$ cat src/rtl/fetch_pkg.sv
// Shared constants for the instruction-fetch sequencer: FSM encodings,
// sentinel instruction words and the pc range helper.
package fetch_pkg;

    typedef logic [1:0] fetch_state_t;

    localparam fetch_state_t ST_IDLE   = 2'd0;
    localparam fetch_state_t ST_FETCH  = 2'd1;
    localparam fetch_state_t ST_HALTED = 2'd2;

    localparam logic [31:0] HALT_WORD = 32'hFFFF_FFFF;
    localparam logic [31:0] NOP_WORD  = 32'h0000_0000;

    function automatic logic pc_in_range(input logic [31:0] pc, input logic [31:0] depth);
        return (pc < depth);
    endfunction

endpackage

$ cat src/rtl/fetch_out_reg.sv
// One-entry valid/ready holding register toward decode. A flush drops the
// entry; a load replaces it; otherwise an accepted entry is retired.
module fetch_out_reg (
    input  logic        clk,
    input  logic        rst_n,
    input  logic        flush,
    input  logic        load,
    input  logic [31:0] load_ins,
    input  logic [31:0] load_pc,
    input  logic        ready,
    output logic        valid,
    output logic [31:0] ins,
    output logic [31:0] pc
);
    import fetch_pkg::*;

    logic        valid_r;
    logic [31:0] ins_r;
    logic [31:0] pc_r;

    // Entry storage; payload only changes on load so it is stable while stalled.
    always_ff @(posedge clk or negedge rst_n) begin
        if (!rst_n) begin
            valid_r <= 1'b0;
            ins_r   <= NOP_WORD;
            pc_r    <= 32'd0;
        end else if (flush) begin
            valid_r <= 1'b0;
        end else if (load) begin
            valid_r <= 1'b1;
            ins_r   <= load_ins;
            pc_r    <= load_pc;
        end else if (valid_r && ready) begin
            valid_r <= 1'b0;
        end else begin
            valid_r <= valid_r;
        end
    end

    assign valid = valid_r;
    assign ins   = ins_r;
    assign pc    = pc_r;

endmodule

$ cat src/rtl/fetch_ctrl.sv
// Instruction-fetch sequencer: pc, IDLE/FETCH/HALTED FSM, redirect, halt and
// range fault. Optional accepted-instruction counter under FETCH_PERF_CNT_EN.
module fetch_ctrl #(
    parameter int unsigned MEM_DEPTH = 1000,
    parameter logic [31:0] RESET_PC  = 32'h0000_0000,
    parameter logic [31:0] HALT_WORD = 32'hFFFF_FFFF
) (
    input  logic        clk,
    input  logic        rst_n,
    input  logic        start,
    output logic [31:0] imem_pc,
    input  logic [31:0] imem_ins,
    output logic        out_valid,
    input  logic        out_ready,
    output logic [31:0] out_ins,
    output logic [31:0] out_pc,
    input  logic        redirect_valid,
    input  logic [31:0] redirect_pc,
    output logic        halted,
    output logic        fault,
    output logic [31:0] fetch_count
);
    import fetch_pkg::*;

    localparam logic [31:0] DEPTH_LIM = 32'(MEM_DEPTH);

    fetch_state_t state_r, state_nx_s;
    logic [31:0]  pc_r, pc_nx_s;
    logic         halted_r, halted_nx_s;
    logic         fault_r, fault_nx_s;
    logic         load_s, flush_s, slot_free_s;

    assign slot_free_s = !out_valid || out_ready;

    // Next-state logic; redirect outranks range check, stall and halt detection.
    always_comb begin
        state_nx_s  = state_r;
        pc_nx_s     = pc_r;
        halted_nx_s = halted_r;
        fault_nx_s  = fault_r;
        load_s      = 1'b0;
        flush_s     = 1'b0;
        case (state_r)
            ST_IDLE: begin
                if (redirect_valid && !pc_in_range(redirect_pc, DEPTH_LIM)) begin
                    state_nx_s  = ST_HALTED;
                    halted_nx_s = 1'b1;
                    fault_nx_s  = 1'b1;
                end else if (redirect_valid) begin
                    pc_nx_s    = redirect_pc;
                    state_nx_s = start ? ST_FETCH : ST_IDLE;
                end else if (start) begin
                    state_nx_s = ST_FETCH;
                end else begin
                    state_nx_s = ST_IDLE;
                end
            end
            ST_FETCH: begin
                if (redirect_valid) begin
                    flush_s = 1'b1;
                    if (!pc_in_range(redirect_pc, DEPTH_LIM)) begin
                        state_nx_s  = ST_HALTED;
                        halted_nx_s = 1'b1;
                        fault_nx_s  = 1'b1;
                    end else begin
                        pc_nx_s = redirect_pc;
                    end
                end else if (!pc_in_range(pc_r, DEPTH_LIM)) begin
                    state_nx_s  = ST_HALTED;
                    halted_nx_s = 1'b1;
                    fault_nx_s  = 1'b1;
                end else if (slot_free_s) begin
                    if (imem_ins == HALT_WORD) begin
                        state_nx_s  = ST_HALTED;
                        halted_nx_s = 1'b1;
                    end else begin
                        load_s  = 1'b1;
                        pc_nx_s = pc_r + 32'd1;
                    end
                end else begin
                    state_nx_s = ST_FETCH;
                end
            end
            ST_HALTED: begin
                state_nx_s = ST_HALTED;
            end
            default: begin
                state_nx_s  = ST_HALTED;
                halted_nx_s = 1'b1;
                fault_nx_s  = 1'b1;
            end
        endcase
    end

    // Control state registers.
    always_ff @(posedge clk or negedge rst_n) begin
        if (!rst_n) begin
            state_r  <= ST_IDLE;
            pc_r     <= RESET_PC;
            halted_r <= 1'b0;
            fault_r  <= 1'b0;
        end else begin
            state_r  <= state_nx_s;
            pc_r     <= pc_nx_s;
            halted_r <= halted_nx_s;
            fault_r  <= fault_nx_s;
        end
    end

    fetch_out_reg u_out_reg (
        .clk      (clk),
        .rst_n    (rst_n),
        .flush    (flush_s),
        .load     (load_s),
        .load_ins (imem_ins),
        .load_pc  (pc_r),
        .ready    (out_ready),
        .valid    (out_valid),
        .ins      (out_ins),
        .pc       (out_pc)
    );

    assign imem_pc = pc_r;
    assign halted  = halted_r;
    assign fault   = fault_r;

`ifdef FETCH_PERF_CNT_EN
    logic [31:0] fetch_count_r;

    // Saturating count of instructions handed to decode.
    always_ff @(posedge clk or negedge rst_n) begin
        if (!rst_n) begin
            fetch_count_r <= 32'd0;
        end else if (out_valid && out_ready && (fetch_count_r != 32'hFFFF_FFFF)) begin
            fetch_count_r <= fetch_count_r + 32'd1;
        end else begin
            fetch_count_r <= fetch_count_r;
        end
    end

    assign fetch_count = fetch_count_r;
`else
    assign fetch_count = 32'd0;
`endif

endmodule

$ cat config.mk
export PLATFORM = sky130hd
export DESIGN_NAME = fetch_ctrl
export DESIGN_NICKNAME = d
export VERILOG_FILES = /design/src/rtl/fetch_pkg.sv /design/src/rtl/fetch_out_reg.sv /design/src/rtl/fetch_ctrl.sv
export SDC_FILE = /design/constraint.sdc
export NUM_CORES = 1
export LEC_CHECK = 0
export CORE_MARGIN = 2
export CORE_UTILIZATION = 43
export CTS_BUF_LIST = sky130_fd_sc_hd__clkbuf_8
export CTS_CLUSTER_DIAMETER = 30
export DETAILED_ROUTE_END_ITERATION = 6
export HOLD_SLACK_MARGIN = 0.1
export PLACE_DENSITY = 0.83
export SETUP_SLACK_MARGIN = 0.15
export SYNTH_ARGS = -nofsm -noshare
export SYNTH_HDL_FRONTEND = slang
export SYNTH_SLANG_ARGS = --single-unit
$ cat constraint.sdc
create_clock -name clk -period 2.4 [get_ports clk]
set_input_delay 0.48 -clock clk [delete_from_list [all_inputs] [get_ports clk]]
set_output_delay 0.48 -clock clk [all_outputs]
set_load 0.01 [all_outputs]
==> summary.txt <==
Timing
  • Final Hold Fails: 0
  • Relative slew slack: 60.03%
  • Highest clock rate: 452.7 MHz
  • Crit path time final: 2.209 ns
  • Period Utilization, post-route: between 90 and 100%
  • Slew at the pin with the worst max-slew slack: 0.5995 ns
  • # setup viols final: 0
  • Clock Skew: slightly above 0.009 ns
  • Setup WS post-layout: 0.1911 ns
  • Unrepaired setup endpoints after global routing: true
  • Max Slew Vio Count: 0

Placement
  • Placed insts: around 670
  • Gp weighted congestion: roughly 0.8
  • DP Wirelength: roughly 8300 um
  • Cell Area, Placed: a little over 6000 um^2
  • IO Port Bufs: around 170
  • Pre-CTS WS: -0.4136 ns

Worst setup path
  • Worst setup SP type: input pin
  • Critical Path RT: ~2.7 ns
  • Peak per-stage delay on the critical path: between 0.4 and 0.5 ns
  • R2R Path Start: imem_pc[23]
  • CP Cell Sequence: clkdlybuf4s50_1 > nand4_1 > nor4_4 > buf_4 > a21oi_2 > nand3_4 > buf_12 > mux2_2
  • CP arrival: between 2 and 2.5 ns
  • Critical R2R Capture: imem_pc[4]
  • CP delay by family, top: buffers and inverters
  • Critical path peak fanout: 21
  • R2r setup slk: roughly 0.25 ns
  • Worst path slowest cell: clkdlybuf4s50_1
  • Setup crit end kind: register
  • Setup CP Type: input pin to register
  • R2R cell count: 8
  • Critical path buffers and inverters: 3

Clocking
  • Clock root buffer: clkbuf_8
  • CTS tree: yes
  • Worst-Skew Late Latency: about 0.36 ns
  • Max clock buf depth: 2
  • TritonCTS buffer count: 9
  • Clock Sinks: a little over 100
  • Max H-tree Level: 3
  • Hold_buf cts: 0
  • Clock transition at the registers of the reported paths: ~0.10 ns

Global route
  • Largest net degree at the start of global routing: 48
  • Overflow after GRT: 0
  • Antenna violations before repair: 0
  • Vias in the first global route: between 3k and 4k
  • First-pass GRT wire length: roughly 17000 um
  • GRT Resource Usage Total: approximately a fifth

Final layout
  • Final std cells w/o fill: roughly 680
  • Commonest cells after routing, fill and taps aside: clkdlybuf4s50_1, dfrtp_1, and2_1
  • Diode count: 0
  • Layout area overhead: 49.25%
  • Area of the multi-input gates: around 1600 um^2
  • Nets: a little over 600
  • # fillers: 752
  • Final instance area: 6450 um^2
  • Layout cells sized above 1: between 10% and 20%
  • FF/Latch Area: 2527 um^2
  • Most common cell after layout, fill and taps aside: clkdlybuf4s50_1

Flow run
  • Max-cap violations: 0

Die
  • Die area: between 10000 and 15000 um^2
  • Width of the die: between 100 and 150 um
  • # rows: 36
  • Core area: about 9800 um^2
  • IO Count: 200
  • Chip Height: approximately 100 um
  • Starting Density: 44.21%

Synth
  • Post-synth EDFFs: 0
  • Seq/Total Area, Yosys: between 50% and 60%
  • Synth warn: 0
  • Async SR Flop Fraction: 100.0%
  • Syn Inst Count: approximately 350
  • Synth Cell Area: roughly 4300 um^2
  • Seq cells post-synth: between 100 and 150
  • Netlist cell types: 39
  • Ys flop type: dfrtp_1
  • Mean post-synth cell area: about 12 um^2

Hold path
  • Worst Hold Class: input pin to asynchronous set/reset pin

Detailed routing
  • Vias: between 3k and 4k
  • Router iterations before antenna repair: 5
  • Average wire per standard cell: 15.54 um
  • Drt drc: 0
  • DRT iter0 DRCs: 95
  • Via-to-Cell Ratio: roughly 4.8
  • Post-Route WL: around 11000 um
  • Post-route ant nets: 0

Pwr
  • Tot Pwr: 3.089 mW
  • Static leakage: a little under 3 nW
  • VDD IR max: roughly 400 uV
  • Pwr Density: about 480 nW/um^2

Outcome
  • Status: finished clean
-- power by group --
part | switching, mW | internal (mW) | total [mW]
clock | 0.631 | 0.402 | 1.03
combinational | 0.132 | 0.176 | 0.308
sequential | 0.0195 | 1.73 | 1.75
total | 0.783 | 2.31 | 3.09
-- metrics by stage --
| step | TNS [ns] | utilization, % | hold WS, ns |
|---|---|---|---|
| global placement | -33.29 | 63.30 | 0.4565 |
| floorplan | 0 | - | 0.1844 |
| CTS | 0 | 65.75 | 0.1206 |
| detailed placement | -29.40 | 63.30 | 0.4674 |
| finish | 0 | 65.99 | 0.1054 |
| global route | 0 | 65.99 | 0.1327 |
-- per-layer routing --
metal | wire length, um | track usage, % | vias to the layer above
met3 | 733 | 5.764 | 19
met4 | 197 | 6.660 | 0
met1 | 4115 | 23.18 | 1594
li1 | - | - | 1546
met5 | 0 | 0 | -
met2 | 5568 | 34.45 | 144
-- cells in the mapped netlist (all sizes together) (4+ instances only) --
library cell / n / share of area, %
nand2: 16 / 1.4
nand4: 13 / 1.9
mux2: 41 / 11
nor3: 4 / 0.46
o22ai: 5 / 0.72
and3: 5 / 0.72
o21ai: 8 / 1.0
nand3: 4 / 0.75
nor2b: 6 / 0.87
buf: 32 / 5.6
nor2: 13 / 1.1
inv: 4 / 0.35
dfrtp: 101 / 58
and2: 46 / 6.7
nor4: 12 / 1.9
a21oi: 7 / 0.81
clkbuf: 12 / 2.0
-- cell families after synthesis --
logic type,share of synthesized area [%]
AND/OR/NAND/NOR,17.05
flip-flops,58.48
buffers and inverters,7.904
multiplexers,10.68
AO/OA/AOI/OAI,5.096
XOR/XNOR,0.4054
adder cells (fa/ha/maj),0.2895
other,0.08677
-- final cells by class --
type,count,share of cell area (%)
clock buffers,9,1.920
well taps,133,2.580
clock inverters,7,1.028
inverters,4,0.2328
repair buffers,196,29.95
multi-input cells,233,25.10
flip-flops and latches,101,39.19
-- flip-flops by register name, indices dropped and copies added (netlist names) --
name / count
u_out_reg.valid: 1
imem_pc: 32
halted: 1
state_r: 2
fault: 1
u_out_reg.pc: 32
u_out_reg.ins: 32
-- worst max path at each step --
stage	from	end	slack, ns	cells past startpoint
after floorplan	redirect_pc[24]	imem_pc[10]	0.36	8
after global placement	imem_ins[28]	u_out_reg.ins[5]	-0.45	8
after detailed placement	imem_ins[28]	u_out_reg.pc[4]	-0.41	8
after CTS	imem_pc[29]	imem_pc[4]	0.15	8
after global routing	imem_pc[17]	imem_pc[4]	0.13	8
final	imem_ins[30]	u_out_reg.ins[0]	0.19	8
-- repair_timing --
item                                    CTS  global route
setup buffers                             2             0
pin swaps                                 2             3
endpoints found under the setup margin   82            76
resized for setup                         5             6
No activity file was read; power rests on OpenSTA's default activity.
